### src/rtl/rf_writeback.sv
`default_nettype none
// ============================================================================
// rf_writeback: in-order write-back queue feeding the register file write
// port, with youngest-entry forwarding to the two decode read ports.
// Revision: 1.0
// ============================================================================
module rf_writeback #(
  parameter int DW    = 8,
  parameter int RFW   = 2,
  parameter int DEPTH = 2
) (
  input  logic                         clk,
  input  logic                         rst_n,
  input  logic                         alu_valid,
  input  logic [RFW-1:0]               alu_addr,
  input  logic [DW-1:0]                alu_data,
  output logic                         alu_stall,
  input  logic                         ld_valid,
  input  logic [RFW-1:0]               ld_addr,
  input  logic [DW-1:0]                ld_data,
  output logic                         ld_ready,
  input  logic                         rf_hold,
  output logic                         rf_we,
  output logic [RFW-1:0]               rf_wr_address,
  output logic [DW-1:0]                rf_wr_data,
  input  logic [RFW-1:0]               rr1_address,
  input  logic [RFW-1:0]               rr2_address,
  output logic                         fwd1_hit,
  output logic [DW-1:0]                fwd1_data,
  output logic                         fwd2_hit,
  output logic [DW-1:0]                fwd2_data,
  output logic [$clog2(DEPTH+1)-1:0]   count
);

  localparam int CW = $clog2(DEPTH + 1);
  localparam int PW = (DEPTH > 1) ? $clog2(DEPTH) : 1;

  logic [RFW-1:0] mem_addr_q [DEPTH];
  logic [RFW-1:0] mem_addr_d [DEPTH];
  logic [DW-1:0]  mem_data_q [DEPTH];
  logic [DW-1:0]  mem_data_d [DEPTH];
  logic [PW-1:0]  head_q, head_d;
  logic [PW-1:0]  tail_q, tail_d;
  logic [CW-1:0]  count_q, count_d;

  logic           drain;
  logic [CW-1:0]  free;
  logic           alu_need, alu_acc, ld_acc;
  logic [PW-1:0]  ld_slot;
  logic [PW:0]    scan_sum;
  logic [PW-1:0]  scan_idx;

  function automatic logic [PW-1:0] ptr_inc(input logic [PW-1:0] p);
    if (p == PW'(DEPTH - 1)) return '0;
    return p + PW'(1);
  endfunction

  always_comb begin
    drain     = (count_q != '0) && !rf_hold;
    free      = CW'(DEPTH) - count_q + CW'(drain);
    alu_need  = alu_valid && (alu_addr != '0);
    alu_stall = alu_need && (free == '0);
    alu_acc   = alu_need && !alu_stall;
    // The ALU claims its slot first; the load only sees what remains.
    ld_ready  = (ld_addr == '0) || (free > CW'(alu_acc));
    ld_acc    = ld_valid && (ld_addr != '0) && ld_ready;
    ld_slot   = alu_acc ? ptr_inc(tail_q) : tail_q;

    mem_addr_d = mem_addr_q;
    mem_data_d = mem_data_q;
    if (alu_acc) begin
      mem_addr_d[tail_q] = alu_addr;
      mem_data_d[tail_q] = alu_data;
    end
    if (ld_acc) begin
      mem_addr_d[ld_slot] = ld_addr;
      mem_data_d[ld_slot] = ld_data;
    end

    tail_d = ld_acc ? ptr_inc(ld_slot) : ld_slot;
    head_d = drain ? ptr_inc(head_q) : head_q;
    count_d = count_q + CW'(alu_acc) + CW'(ld_acc) - CW'(drain);
  end

  always_comb begin
    fwd1_hit  = 1'b0;
    fwd1_data = '0;
    fwd2_hit  = 1'b0;
    fwd2_data = '0;
    scan_sum  = '0;
    scan_idx  = '0;
    // Walk oldest to youngest so the last match left standing is the youngest.
    for (int i = 0; i < DEPTH; i++) begin
      scan_sum = {1'b0, head_q} + (PW+1)'(i);
      if (scan_sum >= (PW+1)'(DEPTH)) scan_sum = scan_sum - (PW+1)'(DEPTH);
      scan_idx = scan_sum[PW-1:0];
      if (CW'(i) < count_q) begin
        if ((rr1_address != '0) && (mem_addr_q[scan_idx] == rr1_address)) begin
          fwd1_hit  = 1'b1;
          fwd1_data = mem_data_q[scan_idx];
        end
        if ((rr2_address != '0) && (mem_addr_q[scan_idx] == rr2_address)) begin
          fwd2_hit  = 1'b1;
          fwd2_data = mem_data_q[scan_idx];
        end
      end
    end
  end

  always_ff @(posedge clk or negedge rst_n) begin
    if (!rst_n) begin
      head_q  <= '0;
      tail_q  <= '0;
      count_q <= '0;
      for (int i = 0; i < DEPTH; i++) begin
        mem_addr_q[i] <= '0;
        mem_data_q[i] <= '0;
      end
    end else begin
      head_q     <= head_d;
      tail_q     <= tail_d;
      count_q    <= count_d;
      mem_addr_q <= mem_addr_d;
      mem_data_q <= mem_data_d;
    end
  end

  assign rf_we         = drain;
  assign rf_wr_address = (count_q != '0) ? mem_addr_q[head_q] : '0;
  assign rf_wr_data    = (count_q != '0) ? mem_data_q[head_q] : '0;
  assign count         = count_q;

endmodule
`default_nettype wire

### config.mk
export PLATFORM = sky130hd
export DESIGN_NAME = rf_writeback
export DESIGN_NICKNAME = d
export VERILOG_FILES = /design/src/rtl/rf_writeback.sv
export SDC_FILE = /design/constraint.sdc
export NUM_CORES = 1
export LEC_CHECK = 0
export CORE_ASPECT_RATIO = 1.75
export CORE_MARGIN = 2
export CORE_UTILIZATION = 46
export DETAILED_ROUTE_END_ITERATION = 6
export PLACE_DENSITY_LB_ADDON = 0.05
export SLEW_MARGIN = 0
export SYNTH_ARGS = -nofsm -noshare
export SYNTH_HDL_FRONTEND = slang
export SYNTH_SLANG_ARGS = --single-unit
### constraint.sdc
create_clock -name clk -period 2.9 [get_ports clk]
set_input_delay 0.58 -clock clk [delete_from_list [all_inputs] [get_ports clk]]
set_output_delay 0.58 -clock clk [all_outputs]
set_load 0.02 [all_outputs]
; ---- Word-level counts from Yosys, hierarchy flattened
; Index checks and enable logic that the tools add are counted.
[word_totals]
word_cells = 126
input_bits = 29
ff_bits = 24
[classes]
n_reduce_logical = 22
n_lt_le_gt_ge = 12
n_addsub = 11
mux = 65
n_bitwise = 5
eq_ne = 4
[ops]
columns = op, count
row1 = two-way mux 8 bit, 20
row2 = bitwise mux 16 bit, 2
row3 = two-way mux 16 bit, 2
row4 = two-way mux 2 bit, 12
row5 = two-way mux 1 bit, 21
row6 = demux 8 bit (select 1 bit), 2
row7 = "greater-or-equal comparator 2 bit, second input constant", 6
row8 = logical AND 1 bit, 12
row9 = inverter 1 -> 2 bit, 5
row10 = nonzero test 2 bit, 5
row11 = bitwise mux 4 bit, 2
row12 = equality test 2 bit, 4
row13 = two-way mux 4 bit, 2
row14 = adder 2 x 1 -> 2 bit, 3
row15 = demux 2 bit (select 1 bit), 2
row16 = logical NOT 2 bit, 2
row17 = "< comparator 1 x 2 -> 1 bit, first input constant", 2
row18 = "< comparator 2 x 1 -> 1 bit, second input constant", 2
row19 = "adder 1 bit, second input constant", 3
row20 = "adder 1 x 1 -> 2 bit, second input constant", 1
row21 = "greater-or-equal comparator 1 x 2 -> 1 bit, second input constant", 1
row22 = greater-than comparator 2 x 1 -> 1 bit, 1
row23 = logical NOT 1 bit, 2
row24 = "subtractor 1 bit, second input constant", 2
row25 = other kinds (3), 3

; ---- Depth between registers and ports, before layout
; Gate-level depths: netlist of run 1.
[depth]
ltp_word = 15
ltp_mapped = 14

; ---- Worst setup path before layout of run 1
; No wires, ideal clock.
[synth_path]
kind = register -> register
start = register count_q[1] (netlist: count[1])
end = register count_q[1] (netlist: count[1])
path_buffers = 1
setup_ns = 0.123
arrival_time_ns = 3.325
stages_incl_launch_ff = 15
path_slack_ns = -0.547
period_less_slack_ns = 3.447
cell_sequence = dfrtp_1 > buf_4 > nor2_1 > nor2_1 > inv_1 > ha_1 > xor2_2 > a21o_2 > inv_2 > ha_1 > o21ai_0 > o211ai_1 > fa_1 > xor2_1 > xnor2_1
[synth_between]
elab_chain_cells = 12
elab_cells_between_ends = 14
classes_between = 5 x add/sub / 1 x order compare / 8 x reduce/logical
[synth_lines]
columns = element, line
row1 = start: declaration, 44  ; logic [CW-1:0] count_q, count_d;
row2 = start signal: assignment, 122  ; count_q <= count_d;
row3 = nonzero test 2 bit (*), 59  ; drain = (count_q != '0) && !rf_hold;
row4 = logical AND 1 bit (*), 59
row5 = named net rf_we, 23  ; output logic rf_we,
row6 = adder 2 x 1 -> 2 bit, 60  ; free = CW'(DEPTH) - count_q + CW'(drain);
row7 = logical NOT 2 bit, 62  ; alu_stall = alu_need && (free == '0);
row8 = logical AND 1 bit, 62
row9 = logical NOT 1 bit, 63  ; alu_acc = alu_need && !alu_stall;
row10 = logical AND 1 bit, 63
row11 = greater-than comparator 2 x 1 -> 1 bit, 65  ; ld_ready = (ld_addr == '0) || (free > CW'(alu_acc));
row12 = logical OR 1 bit, 65
row13 = logical AND 1 bit, 66  ; ld_acc = ld_valid && (ld_addr != '0) && ld_ready;
row14 = adder 2 x 1 -> 2 bit, 82  ; count_d = count_q + CW'(alu_acc) + CW'(ld_acc) - CW'(drain);
row15 = subtractor 2 x 1 -> 2 bit (*), 82
row16 = named net count_d[1], 44
; Mark *: on every way through the listed nets, which the timed path passes. The rest lies on a longest branch.
; A chain may end at the register's enable or synchronous reset.

; ---- Final worst setup path of run 1
[layout_path]
start = register head_q
end = output fwd1_data[7]
[layout_between]
elab_chain_cells = 12
elab_cells_between_ends = 29
classes_between = 3 x add/sub / 2 x order compare / 2 x eq/ne / 18 x mux / 2 x bitwise / 2 x reduce/logical
[layout_lines]
columns = element, line
row1 = start: declaration, 42  ; logic [PW-1:0] head_q, head_d;
row2 = start signal: assignment, 112  ; head_q <= '0;
row3 = start signal: assignment, 120  ; head_q <= head_d;
row4 = greater-or-equal comparator 1 x 2 -> 1 bit or subtractor 1 bit (tied branches), 95  ; if (scan_sum >= (PW+1)'(DEPTH)) scan_sum = scan_sum - (PW+1)'(DEPTH);
row5 = two-way mux 1 bit, 95
row6 = inverter 1 -> 2 bit (implied by the code), "98, 100"
row7 = two-way mux 2 bit (implied by the code) (3 in a row), 98  ; if ((rr1_address != '0) && (mem_addr_q[scan_idx] == rr1_address)) begin
row8 = equality test 2 bit, 98
row9 = logical AND 1 bit, 98
row10 = two-way mux 8 bit, 98
row11 = two-way mux 8 bit, 97  ; if (CW'(i) < count_q) begin
row12 = two-way mux 8 bit, 98
row13 = two-way mux 8 bit (*), 97
row14 = end: declaration, 29  ; output logic [DW-1:0] fwd1_data,
; Mark *: on every way between the ends. The rest lies on a longest branch, timed or not. The select of a mux whose other input is x is not followed.

==> qor_table.md, run 1 <==
| Result | Value | Unit |
|:---|:---|:---|
| Max rail drop VDD | 764 | uV |
| Number of vias in the routed layout | 2778 | - |
| Max Fanout on Critical Path | 16 | - |
| Worst R2R Setup Slack | 0.25 | ns |
| Clock tree from TritonCTS | done | - |
| Final weighted congestion in routability-driven placement | 0.858 | - |
| Clock latency reported for the late side of the worst-skew pair | 0.26 | ns |
| Classification of the worst setup path | flip-flop to output port | - |
| Sequential share of the synthesized area | 22.7 | % |
| DRT iter0 DRCs | 218 | - |
| Total leakage power | 1.63 | nW |
| Critical Path Sink Type | output port | - |
| Die X-Extent | 61.4 | um |
| Min Tclk post-route | 2.89 | ns |
| Num CTS Buffers | 3 | - |
| Synth top area share | 22.7 | % |
| Dominant register cell in the synthesized netlist | dfrtp_1 | - |
| Final period utilization | 99.8 | % |
| Clock skew after layout | 0.00360 | ns |
| Avg Cell Area, Syn | 8.68 | sq um |
| Sink count of the clock tree | 24 | - |
| Synthesized flop and latch total | 24 | - |
| Power per standard cell area | 1330 | nW/um^2 |
| Depth of the most critical reg-to-reg path | 14 | - |
| Net count after synthesis | 338 | - |
| Proportion of synthesized flip-flops having asynchronous set or reset | 100 | % |
| Number of buffers on the longest clock path | 2 | - |
| Netlist area before placement | 2650 | sq um |
| Number of rows in the core area | 36 | - |
| # setup viols final | 0 | - |
| Post-route setup slack | 0.00714 | ns |
| Result of the run | finished clean | - |
| Final Hold Viols | 0 | - |
| Number of enable-type register cells in the synthesized netlist | 0 | - |
| Share of cells above drive strength 1 | 44.9 | % |
| Critical path startpoint category | flip-flop | - |
| Setup Slack @ Placement | -0.562 | ns |
| Global-route usage over all layers | 23.7 | % |
| Vias in the first global route | 2630 | - |
| Routed Wire Length | 7880 | um |
| Transition time of the tightest slew-check pin | 0.547 | ns |
| Area contributors post-synth | dfrtp_1 (23%), mux2_2 (14%), a221oi_1 (7.3%) | - |
| Floorplan die height | 104 | um |
| Number of port buffers | 61 | - |
| Worst Path Required | 2.32 | ns |
| Largest area contributor in the netlist | dfrtp_1 | - |
| Half-perimeter wire length of the detailed placement result | 5620 | um |
| GRT overflow | 0 | - |
| Final Slew Violations | 0 | - |
| Root buf cell | clkbuf_8 | - |
| ANT cells | 0 | - |
| Clock slew at reported path FFs | 0.08 | ns |
| Number of nets with antenna violations after detailed routing | 0 | - |
| Routed length per placed instance | 16.7 | um |
| Effective utilization at floorplan | 47.4 | % |
| Reg2reg start | count[1] | - |
| Number of maximum-capacitance violations | 0 | - |
| DIE AREA | 6400 | sq um |
| Global-route wire length before repair | 12100 | um |
| DR DRC count | 0 | - |
| Achievable clock frequency | 0.346 | GHz |
| Boundary pin count | 62 | - |
| Data arrival time at the worst-slack endpoint | 2.31 | ns |
| Total core area | 5590 | sq um |
| Vias per inst | 5.89 | - |
| End of the worst register-to-register path | count[1] | - |
| Warning count from the yosys run | 0 | - |
| Unrepaired setup endpoints after global routing | yes | - |
| Count of distinct cell types in the synthesized netlist | 47 | - |
| Router iterations before antenna repair | 5 | - |
| Htree depth | 1 | - |
| Number of inserted filler cells in the final layout | 445 | - |
| Maximum number of pins on one net before global-route repair | 33 | - |
| Hold/Removal Path Class | input pin to async pin | - |
| Cell count after synthesis | 305 | - |
| Headroom to the max-slew limit | 63.4 | % |
| Initial antenna violation count | 0 | - |
| Post-Route Setup TNS | 0 | ns |
| Synth-to-layout area growth | 55.1 | % |
| NumNets Final | 430 | - |
-- where the power goes --
part	internal (mW)	switching, mW	leakage [nW]
clock	0.0978	0.0927	0.0228
sequential	0.523	0.351	0.278
combinational	2.20	2.18	1.33
-- worst max-delay path by stage --
stage / depth (start not counted) / slack (ns) / from / end
after floorplan: 14 / -0.004 / count[1] / count[1]
after global placement: 11 / -0.54 / rf_hold / ld_ready
after detailed placement: 11 / -0.56 / rf_hold / ld_ready
after CTS: 9 / -0.07 / rr1_address[0] / fwd1_data[2]
after global routing: 8 / -0.08 / head_q / fwd1_data[4]
final: 7 / 0.007 / head_q / fwd1_data[7]
-- timing repair --
item / CTS / global route
buffers inserted: 0 / 8
hold buffers: 0 / 0
endpoints found under the setup margin: 22 / 21
pin swaps: 5 / 22
gates cloned: 0 / 2
gates resized for setup: 105 / 54
-- per-layer routing --
metal | track usage (%) | wire, um | vias up
li1 | - | - | 1334
met2 | 43.5 | 4480 | 88
met5 | 0 | 0 | -
met4 | 4.86 | 120 | 0
met1 | 28.6 | 3020 | 1345
met3 | 2.24 | 256 | 11
-- stage by stage --
stage               hold slack [ns]  instance area [sq um]  power [mW]  cells  util [%]
global route                  0.700                   4110        5.82    472      73.5
detailed placement            0.647                   3710        4.85    459      66.5
global placement              0.652                   3710        4.77    459      66.5
finish                        0.669                   4110        5.45    472      73.5
floorplan                     0.284                   2670        3.19    305         -
CTS                           0.664                   3760        4.99    463      67.3
-- synthesized netlist by cell type (2+ instances only) --
cell and instances:
buf_4 2, dfrtp_1 24, o21ai_0 2, inv_1 19, nor2b_1 3, ha_1 3, mux2_4 2, buf_1 2
mux2_1 7, a21oi_1 24, xor2_1 6, a221oi_1 22, nand3_1 36, a22oi_1 9, nor2_1 13, a211oi_1 15
clkbuf_1 10, a221oi_2 2, nand2_1 11, a32oi_1 8, or2_2 3, and2_1 2, buf_6 4, buf_2 12
mux2_2 34, mux2i_1 9
-- cell type report --
cell class | instances | area, sq um | share of cell area [%]
multi-input cells | 231 | 2120 | 51.5
inverters | 20 | 75.1 | 1.83
repair buffers | 117 | 1170 | 28.5
flip-flops and latches | 24 | 604 | 14.7
clock buffers | 4 | 45.0 | 1.10
well taps | 76 | 95.1 | 2.32
-- cells in the final DEF, fill, tap and decap left out, types with 3 or more instances in the layout --
cell type	netlist	layout
mux2i_4	1	3
a221oi_2	2	16
buf_4	2	55
mux2_2	34	33
a22oi_1	9	9
nand3_1	36	33
buf_12	0	11
dfrtp_2	0	3
a221oi_1	22	7
a21oi_1	24	24
mux2_4	2	3
a211oi_2	1	14
dfrtp_1	24	21
clkbuf_8	0	3
mux2i_1	9	8
mux2_1	7	7
clkdlybuf4s50_1	0	39
inv_1	19	19
buf_6	4	4
nor2_4	1	3
nor2_1	13	11
xor2_1	6	6
a32oi_1	8	7
nand2_1	11	11
-- cell families after synthesis --
group	count (synthesis)	share of synthesized area [%]
compound gates	89	25.1
simple gates	75	14.1
mux	54	23.3
buf+inv	50	9.07
flops	24	22.7
xor+xnor	9	3.54
fa+ha+maj	4	2.17
-- worst max-delay path, stage by stage, from the launching register on --
cell and delay [ns]:
dfrtp_2 0.49, mux2i_4 0.30, mux2_4 0.35, buf_12 0.16, a221oi_1 0.31, a221oi_2 0.06, a22oi_1 0.21, buf_4 0.18
-- sequential cells by signal, summed over array words and instances (netlist names) --
register and cells:
mem_data_q 16, mem_addr_q 4, count 2, head_q 1, tail_q 1
No activity file was read; power rests on OpenSTA's default activity.
==> inputs of run 2 (changes only) <==
TNS_END_PERCENT = 5   (was unset)
==> run 2 against run 1 <==
Effect of this change:
- wire length is 1.3% higher
- clock power is essentially flat
- largest cell class unchanged
- flip-flop and latch count unchanged
- sequential share of layout area grew 0.28 points
- fmax decreased by 0.22%
- via count is 1.0% higher
- utilization decreased by 1.4 points
- hold slack got worse by 0.0016 ns
- die area unchanged
- combinational power shrank 2%
- final cell count is the same
- clock-buffer cell count is the same
==> qor_table.md, run 2 (synthesis gave the netlist of run 1 again) <==
| Result | Value | Unit | vs previous |
|:---|:---|:---|:---|
| Result of the run | finished clean | - | unchanged |
| Num CTS Buffers | 3 | - | unchanged |
| Die X-Extent | 61.4 | um | unchanged |
| Number of rows in the core area | 36 | - | unchanged |
| Flip-flop count of the largest register, all copies and words added | 16 | - | unchanged |
| Root buf cell | clkbuf_8 | - | unchanged |
| Power per standard cell area | 1330 | nW/um^2 | about the same |
| Critical path startpoint category | flip-flop | - | unchanged |
| Achievable clock frequency | 0.345 | GHz | was 0.346 GHz |
| Hold_buf cts | 0 | - | unchanged |
| Worst Path Required | 2.32 | ns | about the same |
| Non-filler cells, final | 472 | - | unchanged |
| Max rail drop VDD | 751 | uV | was 764 uV |
| Boundary pin count | 62 | - | unchanged |
| Final Slew Violations | 0 | - | unchanged |
| Final weighted congestion in routability-driven placement | 0.858 | - | unchanged |
| Delay contributed by the slowest stage of the critical path | 0.49 | ns | about the same |
| Sequential cell fraction of total power | 16.2 | % | was 16.0% |
| Sink count of the clock tree | 24 | - | unchanged |
| Number of buffers on the longest clock path | 2 | - | unchanged |
| Htree depth | 1 | - | unchanged |
| Vias per inst | 5.95 | - | was 5.89 |
| Maximum number of pins on one net before global-route repair | 33 | - | unchanged |
| Global-route wire length before repair | 12100 | um | about the same |
| Routed length per placed instance | 16.9 | um | was 16.7 um |
| Max Fanout on Critical Path | 17 | - | was 16 |
| Slowest stage cell on the critical path | dfrtp_2 | - | unchanged |
| Global-route usage over all layers | 23.6 | % | was 23.7% |
| DRT iter0 DRCs | 262 | - | was 218 |
| Initial antenna violation count | 0 | - | unchanged |
| Routed Wire Length | 7980 | um | was 7880 um |
| Number of nets with antenna violations after detailed routing | 0 | - | unchanged |
| Final period utilization | 100 | % | was 99.8% |
| Highest-count cells in the layout ignoring fill and taps | buf_4 (53), clkdlybuf4s50_1 (39), nand3_1 (34), mux2_2 (34), a21oi_1 (24) | - | was buf_4 (55), clkdlybuf4s50_1 (39), nand3_1 (33), mux2_2 (33), a21oi_1 (24) |
| Placed cells | 459 | - | unchanged |
| Half-perimeter wire length of the detailed placement result | 5620 | um | unchanged |
| Total core area | 5590 | sq um | unchanged |
| Proportion of power drawn by the clock network | 3.6 | % | was 3.5% |
| Critical Path Sink Type | output port | - | unchanged |
| Vias in the first global route | 2616 | - | was 2630 |
| Final core utilization | 72.1 | % | was 73.5% |
| Data arrival time at the worst-slack endpoint | 2.32 | ns | was 2.31 ns |
| Min Tclk post-route | 2.90 | ns | was 2.89 ns |
| Number of inserted filler cells in the final layout | 464 | - | was 445 |
| NumNets Final | 430 | - | unchanged |
| ANT cells | 0 | - | unchanged |
| Final Hold Viols | 0 | - | unchanged |
| Most common cell after layout, fill and taps aside | buf_4 | - | unchanged |
| DIE AREA | 6400 | sq um | unchanged |
| Clock latency reported for the late side of the worst-skew pair | 0.26 | ns | about the same |
| Hold/Removal Path Class | input pin to async pin | - | unchanged |
| Effective utilization at floorplan | 47.4 | % | unchanged |
| GRT overflow | 0 | - | unchanged |
| Clock tree from TritonCTS | done | - | unchanged |
| Total leakage power | 1.63 | nW | about the same |
| Unrepaired setup endpoints after global routing | yes | - | unchanged |
| Router iterations before antenna repair | 5 | - | unchanged |
| Share of cells above drive strength 1 | 41.7 | % | was 44.9% |
| Switch share | 47.7 | % | was 48.1% |
| Number of port buffers | 61 | - | unchanged |
| Headroom to the max-slew limit | 65.7 | % | was 63.4% |
| Clock skew after layout | 0.00360 | ns | unchanged |
| DR DRC count | 0 | - | unchanged |
| Switching pwr | 2.56 | mW | was 2.62 mW |
| Part of the total power dissipated in combinational logic | 80.2 | % | was 80.5% |
| Clock slew at reported path FFs | 0.08 | ns | about the same |
| Register containing the most flip-flops in the final layout | mem_data_q | - | unchanged |
| Combined area of the multi-input logic cells | 2020 | sq um | was 2120 sq um |
| Number of maximum-capacitance violations | 0 | - | unchanged |
| # setup viols final | 0 | - | unchanged |
| Synth-to-layout area growth | 52.2 | % | was 55.1% |
| Design Power | 5.36 | mW | was 5.45 mW |
| Transition time of the tightest slew-check pin | 0.514 | ns | was 0.547 ns |
| Number of vias in the routed layout | 2807 | - | was 2778 |
| Floorplan die height | 104 | um | unchanged |
| Internal cell power | 2.80 | mW | was 2.82 mW |
| CP Cell Sequence | mux2i_4, mux2_4, and3_4, buf_12, a221oi_1, a22oi_1, buf_4 | - | was mux2i_4, mux2_4, buf_12, a221oi_1, a221oi_2, a22oi_1, buf_4 |
| Classification of the worst setup path | flip-flop to output port | - | unchanged |
| Sequential Area | 604 | sq um | unchanged |
-- run 2: through the flow --
step           hold slack (ns)  cell area (sq um)  setup WS, ns  setup TNS (ns)
5_1_grt                  0.700               4030       -0.0839          -0.730
3_3_place_gp             0.652               3710        -0.543          -12.01
2_1_floorplan            0.284               2670      -0.00377        -0.00377
3_5_place_dp             0.647               3710        -0.562          -13.48
6_report                 0.667               4030      0.000755               0
4_1_cts                  0.664               3710       -0.0761          -0.550
-- run 2: cell type report --
class | count | share of cell area, %
Multi-Input combinational cell | 231 | 50.1
Clock buffer | 4 | 1.12
Inverter | 20 | 1.86
Timing Repair Buffer | 117 | 29.6
Tap cell | 76 | 2.36
Sequential cell | 24 | 15.0
-- run 2: power by group through the flow --
| stage | clock network [mW] | logic, mW | registers (mW) |
|---|---|---|---|
| final | 0.191 | 4.30 | 0.870 |
| after global routing | 0.219 | 4.60 | 0.901 |
| after CTS | 0.199 | 3.86 | 0.856 |
| after detailed placement | 0 | 3.99 | 0.858 |
| after global placement | 0 | 3.92 | 0.845 |
| after floorplan | 0 | 2.44 | 0.751 |
-- run 2: path summary, 6_finish.rpt --
check                              start       endpoint  slack (ns)  depth (start not counted)
min reg2reg                mem_addr_q[0]  mem_addr_q[0]        0.71                          2
max                               head_q   fwd1_data[1]      0.0008                          7
min                                rst_n  mem_data_q[4]        0.67                          2
min in group clk           mem_addr_q[0]  mem_addr_q[0]        0.71                          2
max reg2reg                     count[1]       count[1]        0.23                         14
max in group asynchronous          rst_n       count[0]        1.99                          2
-- run 2: repair_timing --
item	CTS	global route
setup endpoints to repair	22	20
buffers inserted	0	6
resized for setup	80	60
cloned	0	3
pin swaps	2	13
-- run 2: metal layers --
layer  up-vias  GRT usage, %  part of all wire, %
met4         0          4.86                  1.2
met3        12          2.24                  3.3
met1      1361          28.7                   39
met5         -             0                    0
met2       100          43.1                   57
li1       1334             -                    -
-- run 2: critical path, delay by kind of cell (launching register included) --
kind | cells | cell delay (ns)
AOI/OAI and AO/OA | 2 | 0.43
buffers and inverters | 2 | 0.32
DFF | 1 | 0.49
muxes | 2 | 0.65
and+or+nand+nor | 1 | 0.17
